===== src/rtl/imm_gen_pkg.sv =====
// Shared types for the pipelined RISC-V immediate generator:
// format codes, opcode constants and flow-control state encoding.
package imm_gen_pkg;

   typedef enum logic [2:0] {
      FMT_NONE = 3'd0,
      FMT_I    = 3'd1,
      FMT_S    = 3'd2,
      FMT_B    = 3'd3,
      FMT_U    = 3'd4,
      FMT_J    = 3'd5,
      FMT_Z    = 3'd6
   } fmt_e;

   localparam logic [6:0] OP_LOAD   = 7'b0000011;
   localparam logic [6:0] OP_IMM    = 7'b0010011;
   localparam logic [6:0] OP_JALR   = 7'b1100111;
   localparam logic [6:0] OP_IMM32  = 7'b0011011;
   localparam logic [6:0] OP_STORE  = 7'b0100011;
   localparam logic [6:0] OP_BRANCH = 7'b1100011;
   localparam logic [6:0] OP_LUI    = 7'b0110111;
   localparam logic [6:0] OP_AUIPC  = 7'b0010111;
   localparam logic [6:0] OP_JAL    = 7'b1101111;
   localparam logic [6:0] OP_SYSTEM = 7'b1110011;

   typedef enum logic [1:0] {
      ST_EMPTY = 2'd0,
      ST_FULL  = 2'd1,
      ST_SKID  = 2'd2
   } state_e;

endpackage


===== src/rtl/imm_gen_pipe_extract.sv =====
// Combinational immediate decode: instruction word -> {imm, fmt, unknown}.
// Define IMM_GEN_CSR_EN to decode the CSR zimm field (format Z).
module imm_extract
   import imm_gen_pkg::*;
#(
   parameter int XLEN = 32
) (
   input  logic [31:0]     instr,
   output logic [XLEN-1:0] imm,
   output fmt_e            fmt,
   output logic            unknown
);

   logic [31:0] imm32;

   always_comb begin
      fmt     = FMT_NONE;
      unknown = 1'b0;
      case (instr[6:0])
         OP_LOAD, OP_IMM, OP_JALR: fmt = FMT_I;
         OP_IMM32: begin
            if (XLEN == 64) fmt = FMT_I;
            else            unknown = 1'b1;
         end
         OP_STORE:         fmt = FMT_S;
         OP_BRANCH:        fmt = FMT_B;
         OP_LUI, OP_AUIPC: fmt = FMT_U;
         OP_JAL:           fmt = FMT_J;
         OP_SYSTEM: begin
`ifdef IMM_GEN_CSR_EN
            fmt = instr[14] ? FMT_Z : FMT_I;
`else
            fmt = FMT_I;
`endif
         end
         default:          unknown = 1'b1;
      endcase
   end

   // Build a 32-bit signed immediate, then widen; Z is the only zero-extended form.
   always_comb begin
      imm32 = '0;
      case (fmt)
         FMT_I:   imm32 = {{20{instr[31]}}, instr[31:20]};
         FMT_S:   imm32 = {{20{instr[31]}}, instr[31:25], instr[11:7]};
         FMT_B:   imm32 = {{20{instr[31]}}, instr[7], instr[30:25], instr[11:8], 1'b0};
         FMT_U:   imm32 = {instr[31:12], 12'b0};
         FMT_J:   imm32 = {{12{instr[31]}}, instr[19:12], instr[20], instr[30:21], 1'b0};
         default: imm32 = '0;
      endcase
      imm = XLEN'($signed(imm32));
      if (fmt == FMT_Z) imm = XLEN'(instr[19:15]);
   end

endmodule


===== src/rtl/imm_gen_pipe.sv =====
// Registered immediate-generator stage with valid/ready, skid register and
// saturating unknown-opcode counter. IMM_GEN_CSR_EN enables CSR zimm decode.
module imm_gen_pipe
   import imm_gen_pkg::*;
#(
   parameter int XLEN  = 32,
   parameter int CNT_W = 16
) (
   input  logic             clk,
   input  logic             rst_n,
   input  logic             in_valid,
   output logic             in_ready,
   input  logic [31:0]      in_instr,
   output logic             out_valid,
   input  logic             out_ready,
   output logic [31:0]      out_instr,
   output logic [XLEN-1:0]  out_imm,
   output logic [2:0]       out_fmt,
   output logic             out_unknown,
   input  logic             cnt_clr,
   output logic [CNT_W-1:0] unknown_cnt
);

   typedef struct packed {
      logic [31:0]     instr;
      logic [XLEN-1:0] imm;
      fmt_e            fmt;
      logic            unknown;
   } entry_t;

   state_e            state_reg, state_next;
   entry_t            out_reg, skid_reg, new_entry;
   logic [CNT_W-1:0]  cnt_reg;
   logic [XLEN-1:0]   ext_imm;
   fmt_e              ext_fmt;
   logic              ext_unknown;
   logic              in_xfer, out_xfer;

   imm_extract #(.XLEN(XLEN)) u_extract (
      .instr   (in_instr),
      .imm     (ext_imm),
      .fmt     (ext_fmt),
      .unknown (ext_unknown)
   );

   assign new_entry = '{instr: in_instr, imm: ext_imm, fmt: ext_fmt, unknown: ext_unknown};
   assign in_xfer   = in_valid & in_ready;
   assign out_xfer  = out_valid & out_ready;

   always_ff @(posedge clk or negedge rst_n) begin
      if (!rst_n) state_reg <= ST_EMPTY;
      else        state_reg <= state_next;
   end

   always_comb begin
      state_next = state_reg;
      case (state_reg)
         ST_EMPTY: if (in_xfer) state_next = ST_FULL;
         ST_FULL: begin
            if (in_xfer && !out_xfer)      state_next = ST_SKID;
            else if (!in_xfer && out_xfer) state_next = ST_EMPTY;
         end
         ST_SKID:  if (out_xfer) state_next = ST_FULL;
         default:  state_next = ST_EMPTY;
      endcase
   end

   // Handshake outputs depend only on the state register, never on out_ready.
   always_comb begin
      in_ready  = (state_reg != ST_SKID);
      out_valid = (state_reg == ST_FULL) || (state_reg == ST_SKID);
   end

   always_ff @(posedge clk or negedge rst_n) begin
      if (!rst_n) begin
         out_reg  <= '0;
         skid_reg <= '0;
      end else begin
         case (state_reg)
            ST_EMPTY: if (in_xfer) out_reg <= new_entry;
            ST_FULL: begin
               if (in_xfer && out_xfer)  out_reg  <= new_entry;
               if (in_xfer && !out_xfer) skid_reg <= new_entry;
            end
            ST_SKID:  if (out_xfer) out_reg <= skid_reg;
            default: ;
         endcase
      end
   end

   always_ff @(posedge clk or negedge rst_n) begin
      if (!rst_n)
         cnt_reg <= '0;
      else if (cnt_clr)
         cnt_reg <= '0;
      else if (in_xfer && ext_unknown && (cnt_reg != {CNT_W{1'b1}}))
         cnt_reg <= cnt_reg + CNT_W'(1);
   end

   assign out_instr   = out_reg.instr;
   assign out_imm     = out_reg.imm;
   assign out_fmt     = out_reg.fmt;
   assign out_unknown = out_reg.unknown;
   assign unknown_cnt = cnt_reg;

endmodule


===== config.mk =====
export PLATFORM = sky130hd
export DESIGN_NAME = imm_gen_pipe
export DESIGN_NICKNAME = d
export VERILOG_FILES = /design/src/rtl/imm_gen_pkg.sv /design/src/rtl/imm_gen_pipe_extract.sv /design/src/rtl/imm_gen_pipe.sv
export SDC_FILE = /design/constraint.sdc
export NUM_CORES = 1
export LEC_CHECK = 0
export CORE_ASPECT_RATIO = 0.6
export CORE_MARGIN = 5
export CORE_UTILIZATION = 42
export CTS_BUF_LIST = sky130_fd_sc_hd__clkbuf_4 sky130_fd_sc_hd__clkbuf_8
export DETAILED_ROUTE_END_ITERATION = 8
export GPL_ROUTABILITY_DRIVEN = 0
export GPL_TIMING_DRIVEN = 0
export PLACE_DENSITY = 0.72
export RECOVER_POWER = 25
export SYNTH_ARGS = -nofsm -noshare
export SYNTH_HDL_FRONTEND = slang
export SYNTH_HIERARCHICAL = 1
export SYNTH_SLANG_ARGS = --single-unit

===== constraint.sdc =====
create_clock -name clk -period 2.8 [get_ports clk]
set_clock_uncertainty 0.2 [all_clocks]
set_input_delay 0.56 -clock clk [delete_from_list [all_inputs] [get_ports clk]]
set_output_delay 0.56 -clock clk [all_outputs]
set_load 0.02 [all_outputs]

==> results.md <==
* Peak Freq at 369 MHz
* DRT Wirelength at 18,000 um
* Critical path type: reg2out
* Hold WC Path Type: reg2reg
* GR Overflow Total at 0
* Leak pwr at 4.43 nW
* PortBufs at 122
* Clock Sink Count at 154
* Clock-pin slew on the worst setup and hold paths at 0.08 ns
* Vias in the first global route at 5,307
* Initial Utilization at 42.2%
* Tmin final at 2.71 ns
* Number of flops mapped to enable cells by yosys at 0
* Crit. End Element: primary output
* Post-DP HPWL at 12,900 um
* Register area share after synthesis at 51.0%
* Yosys warning count at 6
* Max-Cap Viols at 1
* Mapped Area at 7550 um2
* Distinct cells, synth at 60
* Post-route ant nets at 0
* Peak VDD IR at 0.446 mV
* DIE HEIGHT at 114 um
* Post-synth top area share at 51.0%
* CP arrival at 1.95 ns
* First-pass DRT Iterations at 5
* Crit start category: flip-flop
* Ys flop type: dfrtp_1
* RSZ-0062 raised after global routing: no
* Least-Margin Pin Slew at 1.70 ns
* Share of cells above drive strength 1 at 41.2%
* Vias per cell at 5.25
* Largest cells by area after synthesis: dfrtp_1 51%, mux2_2 30%, a21o_1 1.9%, mux2_4 1.8%, buf_2 1.1%
* Slew Limit Fails at 75
* Nets@finish at 744
* Critical Path Fanout Max at 4
* CP Data Required Time at 2.04 ns
* Fin crit share at 96.9%
* CTS tree: done
* Post-placement cell area at 9100 um2
* CTS Buffer Depth at 2
* Final non-filler cell total at 954
* Final core utilization at 54.0%
* CTS Buf Count at 17
* #FFs+latches synth at 154
* Area grow syn2layout at 27.9%
* Initial antenna violation count at 0
* # DRC at 0
* Setup_tns at 0 ns
* Placed insts at 915
* Hold Violations, Final at 0
* Gr usage total at 17.7%
* Wire length per cell at 18.8 um
* Max reg flops at 68
* Placeable Area at 17,900 um2
* Skew-Pair Late Insertion Delay at 0.45 ns
* Mapped Nets at 595
* Top Ports at 123
* Yosys top cell by area: dfrtp_1
* Asr flop ratio synth at 100%
* Post-synthesis cell count at 552
* Most common cell after layout, fill and taps aside: mux2_2
* Largest net degree at the start of global routing at 81
* Total die area at 20,800 um2
* Final setup vio count at 0
* CTS Root Buffer Type: clkbuf_8
* Failing checks: capacitance limit, slew limit
* Final setup margin at 0.0866 ns
* First DRT Iteration DRCs at 228
* Commonest non-fill, non-tap cells in the layout: 203 x mux2_2, 154 x dfrtp_1, 113 x clkdlybuf4s50_1
* Status: complete, but fails checks
* ANT cells at 0
* DR vias at 5,012
* Horiz. Die Dim at 183 um
* Pwr Density at 885 nW/um2
* Slew margin rel. at -13.1%
* Dpl ws at -1.12 ns
* Row count at 38
* Syn avg cell area at 13.7 um2
* Post-route cell area at 9660 um2
* First-pass GRT wire length at 28,800 um
* Max H-tree Level at 4
[cells by family (layout without fill, tap and decap cells)]
logic type	Yosys count	in the layout	synth area share, %
mux	216	216	32.6
flops	154	154	51.0
simple gates	75	75	6.68
compound gates	60	60	5.88
buf+inv	39	201	2.57
fa+ha+maj	6	6	0.994
xor+xnor	2	2	0.232
[worst max-delay path, stage by stage (launching register included)]
cell             delay, ns
dfrtp_1               0.40
inv_1                 0.12
ha_1                  0.35
clkdlybuf4s50_1       0.63
[path summary, 6_finish.rpt]
check | to | cells past startpoint | slack [ns] | startpoint
max | out_valid | 3 | 0.09 | state_reg[0]$_DFFE_PN0P_
min | skid_reg[40]$_DFFE_PN0P_ | 1 | 0.30 | skid_reg[40]$_DFFE_PN0P_
max reg2reg | out_imm[4]$_DFFE_PN0P_ | 9 | 0.15 | state_reg[0]$_DFFE_PN0P_
min reg2reg | skid_reg[40]$_DFFE_PN0P_ | 1 | 0.30 | skid_reg[40]$_DFFE_PN0P_
max in group asynchronous | skid_reg[39]$_DFFE_PN0P_ | 3 | 0.37 | rst_n
min in group asynchronous | out_imm[14]$_DFFE_PN0P_ | 2 | 0.88 | rst_n
[cell usage after synthesis, types with 2 or more instances]
master,number
inv_1,9
o21ai_0,4
a21boi_1,2
nand2_1,8
buf_2,17
nor2b_1,6
ha_1,6
mux2_4,9
and3b_1,3
a21o_1,19
o21ai_1,3
a21oi_1,10
mux2i_1,3
nand3_2,2
nor3_1,2
a22o_1,6
buf_6,3
nand3_1,7
or4_1,3
clkbuf_1,9
mux2_2,203
o31ai_1,4
or3_1,4
and2_1,8
dfrtp_1,154
nand2b_1,2
nor2_1,13
[stage by stage]
step	hold WS (ns)	power [mW]
final	0.304	8.55
after global routing	0.324	9.00
after CTS	0.307	8.63
after detailed placement	0.288	6.76
after global placement	0.281	6.64
after floorplan	0.0644	5.44
[where the power goes]
| group | total [mW] | switching [mW] | internal, mW |
|---|---|---|---|
| Clock | 1.83 | 0.870 | 0.961 |
| Sequential | 3.25 | 0.346 | 2.91 |
| Combinational | 3.46 | 1.59 | 1.87 |
[cell type report]
type | instances | area, um2
Timing Repair Buffer | 131 | 1310
Tap cell | 240 | 300
Sequential cell | 154 | 3850
Inverter | 9 | 33.8
Fill cell | 1519 | 8220
Clock buffer | 20 | 275
Buffer | 29 | 168
Multi-Input combinational cell | 359 | 3560
Clock inverter | 12 | 158
[what timing repair did]
action / in CTS / in global routing
setup endpoints to repair: 16 / 29
buffers inserted: 4 / 3
hold buffers: 1 / 0
pin swaps: 4 / 2
hold endpoints to repair: 74 / 0
resized for setup: 18 / 7
[routing by layer]
layer  GRT usage (%)  part of all wire (%)  routed length, um  vias to the layer above
li1                -                     -                  -                     2305
met1            24.5                    47               8470                     2518
met2            26.9                    45               8010                      158
met3            5.90                   6.6               1180                       31
met4            4.86                   1.7                298                        0
met5               0                     0                  0                        -
Note: power is estimated with default switching activity, not from simulation.
